$ cat src/rtl/top_conv3x3.sv
// top_conv3x3 - streaming 3x3 convolution over a raster-order 8-bit image.
//
// A window result is produced for every accepted pixel at row >= 2 and
// col >= 2. Nine signed 16-bit coefficients are applied. The 32-bit sum is
// shifted right arithmetically by SHIFT and then clamped to 0..255.
//
// Parameters:
//   IMG_W, IMG_H   image size in pixels (each >= 3)
//   SHIFT          arithmetic right shift applied to the sum
// Ports:
//   clk_i          clock, rising edge
//   rst_i          synchronous active-high reset
//   k_val[143:0]   coefficient i = 3*r + c at [16i+15:16i]; r=0 is top row, c=0 is left column
//   pixel_i[7:0]   unsigned input pixel
//   pix_data_valid pixel_i accepted on this edge
//   pixel_o[7:0]   clamped result; meaningful only while conv_finished is high
//   conv_finished  one-cycle strobe per result, 2 edges after the window-completing pixel
module top_conv3x3 #(
  parameter int IMG_W = 28,
  parameter int IMG_H = 28,
  parameter int SHIFT = 4
) (
  input  logic         clk_i,
  input  logic         rst_i,
  input  logic [143:0] k_val,
  input  logic [7:0]   pixel_i,
  input  logic         pix_data_valid,
  output logic [7:0]   pixel_o,
  output logic         conv_finished
);

  localparam int CW = $clog2(IMG_W);
  localparam int RW = $clog2(IMG_H);
  localparam logic [CW-1:0] COL_LAST = CW'(IMG_W - 1);
  localparam logic [RW-1:0] ROW_LAST = RW'(IMG_H - 1);
  localparam logic [CW-1:0] COL_TWO  = CW'(2);
  localparam logic [RW-1:0] ROW_TWO  = RW'(2);

  logic          accept;
  logic [CW-1:0] col_reg, col_next;
  logic [RW-1:0] row_reg, row_next;

  assign accept = pix_data_valid & ~rst_i;

  // Raster position of the next pixel to be accepted.
  always_comb begin
    col_next = col_reg;
    row_next = row_reg;
    if (rst_i) begin
      col_next = '0;
      row_next = '0;
    end else if (pix_data_valid) begin
      if (col_reg == COL_LAST) begin
        col_next = '0;
        row_next = (row_reg == ROW_LAST) ? '0 : row_reg + 1'b1;
      end else begin
        col_next = col_reg + 1'b1;
      end
    end
  end

  always_ff @(posedge clk_i) begin
    col_reg <= col_next;
    row_reg <= row_next;
  end

  // Line buffers: line1 holds the previous row and line2 holds the row
  // before it. Reads are registered. The read address is the column of the
  // next pixel to be accepted, so the taps are ready when that pixel arrives.
  // A write and a read on the same edge always use different columns.
  logic [7:0] line1_mem [IMG_W];
  logic [7:0] line2_mem [IMG_W];
  logic [7:0] tap1_reg;
  logic [7:0] tap2_reg;

  always_ff @(posedge clk_i) begin
    if (accept) begin
      line1_mem[col_reg] <= pixel_i;
      line2_mem[col_reg] <= tap1_reg;
    end
    tap1_reg <= line1_mem[col_next];
    tap2_reg <= line2_mem[col_next];
  end

  // 3x3 window, index 3*r + c. Column 2 is the newest column.
  logic [7:0] win_reg [9];
  logic       win_valid_reg;

  always_ff @(posedge clk_i) begin
    if (accept) begin
      for (int r = 0; r < 3; r++) begin
        win_reg[3*r]   <= win_reg[3*r+1];
        win_reg[3*r+1] <= win_reg[3*r+2];
      end
      win_reg[2] <= tap2_reg;
      win_reg[5] <= tap1_reg;
      win_reg[8] <= pixel_i;
    end
  end

  // Stage 1: nine 25-bit signed products.
  logic signed [24:0] prod [9];
  logic signed [24:0] prod_reg [9];
  logic               prod_valid_reg;

  genvar gi;
  generate
    for (gi = 0; gi < 9; gi++) begin : g_mult
      assign prod[gi] = 25'($signed({1'b0, win_reg[gi]})) *
                        25'($signed(k_val[16*gi +: 16]));
    end
  endgenerate

  always_ff @(posedge clk_i) begin
    for (int i = 0; i < 9; i++) begin
      prod_reg[i] <= prod[i];
    end
  end

  // Stage 2: sum, shift and clamp.
  logic signed [31:0] sum;
  logic signed [31:0] shifted;
  logic [7:0]         clamped;

  always_comb begin
    sum = '0;
    for (int i = 0; i < 9; i++) begin
      sum = sum + 32'(prod_reg[i]);
    end
    shifted = sum >>> SHIFT;
    if (shifted[31]) begin
      clamped = 8'd0;
    end else if (shifted > 32'sd255) begin
      clamped = 8'd255;
    end else begin
      clamped = shifted[7:0];
    end
  end

  always_ff @(posedge clk_i) begin
    if (rst_i) begin
      win_valid_reg  <= 1'b0;
      prod_valid_reg <= 1'b0;
      conv_finished  <= 1'b0;
      pixel_o        <= 8'd0;
    end else begin
      win_valid_reg  <= accept && (row_reg >= ROW_TWO) && (col_reg >= COL_TWO);
      prod_valid_reg <= win_valid_reg;
      conv_finished  <= prod_valid_reg;
      if (prod_valid_reg) begin
        pixel_o <= clamped;
      end
    end
  end

endmodule

$ cat config.mk
export PLATFORM = sky130hd
export DESIGN_NAME = top_conv3x3
export DESIGN_NICKNAME = d
export VERILOG_FILES = /design/src/rtl/top_conv3x3.sv
export SDC_FILE = /design/constraint.sdc
export NUM_CORES = 2
export LEC_CHECK = 0
export CAP_MARGIN = 25
export CORE_MARGIN = 4
export CORE_UTILIZATION = 65
export DETAILED_ROUTE_END_ITERATION = 6
export PLACE_DENSITY_LB_ADDON = 0.25
export SLEW_MARGIN = 15
export SYNTH_ARGS = -nofsm -noshare
export SYNTH_HDL_FRONTEND = slang
export SYNTH_SLANG_ARGS = --single-unit
$ cat constraint.sdc
create_clock -name clk_i -period 16.35 [get_ports clk_i]
set_input_delay 4.0875 -clock clk_i [delete_from_list [all_inputs] [get_ports clk_i]]
set_output_delay 4.0875 -clock clk_i [all_outputs]
set_load 0.005 [all_outputs]
==> results.md <==
- Final wirelength: 165000 um
- Internal reg-to-reg setup slack: 10.22 ns
- Fmax achieved: 107 MHz
- Via count: 49100
- Drt first pass iters: 5
- GRT overflow: 0
- Fin util: 70.8%
- Kind of critical path: primary input to flip-flop
- Worst Hold Class: flip-flop to flip-flop
- Worst hold start: tap2_reg[6]
- Die X: 341 um
- GPL Wtd Cong: 0.902
- Crit. End Element: flip-flop
- Std-Cell Core Area: 0.111 mm^2
- CTS buffer count: 81
- Min Hold Slack: 0.403 ns
- Yosys cell types: 78
- Die area: 0.117 mm^2
- Post-synth ARST share: 0%
- CTS sink cnt: 782
- Vias per inst: 5.59
- Clock buffer depth: 3
- Top-level port count: 164
- Worst skew pair latency: 0.68 ns
- Final TNS setup: 0 ns
- WHS Endpoint: win_reg[0][22]
- CTS tree: yes
- Port bufs: 163
- CTS H-tree lvls: 3
- Headroom to the max-slew limit: 29.2%
- YS warnings: 0
- Routed len/inst: 18.8 um
- Layout cell share with drive strength beyond 1: 3.10%
- R2r startpoint: win_reg[0][8]
- Setup violators final: 0
- Minimum clock period: 9.38 ns
- Final net count: 8946
- Total GRT Usage: 29.2%
- #FFs+latches synth: 782
- Seq/Total Area, Yosys: 28.9%
- Number of flip-flops in the largest register: 225
- Initial DRC count: 3394
- Slack of the critical path: 6.97 ns
- Clock-pin slew on the worst setup and hold paths: 0.06 ns
- Syn nets: 8830
- Final ANT Viol Nets: 0
- Synthesized area: 0.0722 mm^2
- Largest net degree at the start of global routing: 95
- Post-CTS Setup Bufs: 0
- Max-slew violation count: 0
- Initial Util: 65.4%
- Fin. Hold Viols: 0
- Synthesized instance count: 7097
- Data arrival, critical path: 9.96 ns
- RSZ-0062 raised after global routing: false
- Post-synth EDFFs: 520
- # DRC: 0
- Crit Reg-Reg Endpoint: prod_reg[0][48]
- Clock Skew: 0.0524 ns
- Commonest cells after routing, fill and taps aside: inv_1, fa_1, nand2_1
- Post-DP HPWL: 128000 um
- Area growth syn-to-layout: 8.32%
- Post-CTS Hold Fix Bufs: 0
- Most common cell after layout, fill and taps aside: inv_1
- Outcome: finished clean
- Die Y: 341 um
- Row count: 122
- Worst Setup Start Kind: primary input
- Critical Path RT: 16.93 ns
- Crit-path max FO: 8
- Hold depth: 0
- Clock root buffer: clkbuf_16
- R2R depth: 19
- Fin crit share: 57.4%
- Maxcap violations: 0
- Vias in the first global route: 51300
- Synth Area per Inst: 10.2 um^2
- Worst slew pin tran: 1.06 ns
- Antenna violations before repair: 20
- First-pass GRT wire length: 269000 um
- Synth Flop Type: edfxtp_1
- Resize count post-CTS: 0
- DP Worst Slack: 6.39 ns
[stage by stage]
stage	instance area, um^2	std cells
2_1_floorplan	72200	7097
3_3_place_gp	75400	8605
3_5_place_dp	75400	8605
4_1_cts	78000	8755
5_1_grt	78200	8779
6_report	78300	8787
[cell type report]
class                      instances  area, um^2
timing repair buffer             210        2070
multi-input combinational       4645       45100
clock buffer                      93        2110
sequential                       782       20900
clock inverter                    57         559
tap                             1488        1860
inverter                        1493        5610
antenna                           19        47.5
fill                            8048       32300
[Yosys cell counts, drive strengths merged, types with 48 or more instances]
cell | instances | area [um^2]
a21oi | 134 | 678
a311oi | 52 | 455
a31oi | 54 | 338
and2 | 725 | 4540
and3 | 66 | 413
clkbuf | 138 | 518
dfxtp | 262 | 5250
edfxtp | 520 | 15600
fa | 1095 | 21900
ha | 483 | 6040
inv | 1492 | 5600
nand2 | 950 | 3570
nand3 | 187 | 936
nor2 | 151 | 567
nor2b | 52 | 325
nor3 | 50 | 250
o21ai | 88 | 448
xnor2 | 160 | 1400
xor2 | 48 | 420
[how the worst max path moves through the flow]
stage / start / to / depth (start not counted)
after floorplan: k_val[21] / prod_reg[0][48] / 19
after global placement: k_val[21] / prod_reg[0][48] / 20
after detailed placement: k_val[21] / prod_reg[0][48] / 20
after CTS: k_val[21] / prod_reg[0][48] / 20
after global routing: k_val[21] / prod_reg[0][48] / 20
final: k_val[21] / prod_reg[0][48] / 20
[cell families after synthesis]
group / after synthesis / share of synthesized area (%)
AOI/OAI and AO/OA: 578 / 5.56
xor gates and xnor gates: 208 / 2.52
adders and majority gates: 1578 / 38.7
buffers and inverters: 1670 / 8.73
DFF: 782 / 28.9
muxes: 2 / 0.0294
and+or+nand+nor: 2279 / 15.6
[layer usage]
layer  up-vias  wire length (um)  track usage (%)  share of wire, %
li1      22400                 -                -                 -
met1     24700             65900             38.5                40
met2      1570             81200             49.0                49
met3       366             11300             4.39               6.8
met4         4              6990             11.8               4.2
met5         -                27                0             0.016
[worst max-delay path, cell delays in order]
cell,delay (ns)
clkdlybuf4s50_1,0.63
nand2_1,0.13
fa_1,0.53
fa_1,0.52
inv_1,0.05
ha_1,0.26
inv_1,0.05
fa_1,0.52
inv_1,0.06
ha_1,0.27
a21o_1,0.16
a21oi_1,0.20
nand2b_1,0.14
a21boi_0,0.13
o41ai_1,0.60
o21ai_1,0.25
o41ai_1,0.68
o31ai_1,0.21
o41ai_1,0.35
xnor2_1,0.16
Power is not shown: default switching activity piles up to over one toggle a cycle in this logic, so the estimate is an artifact.
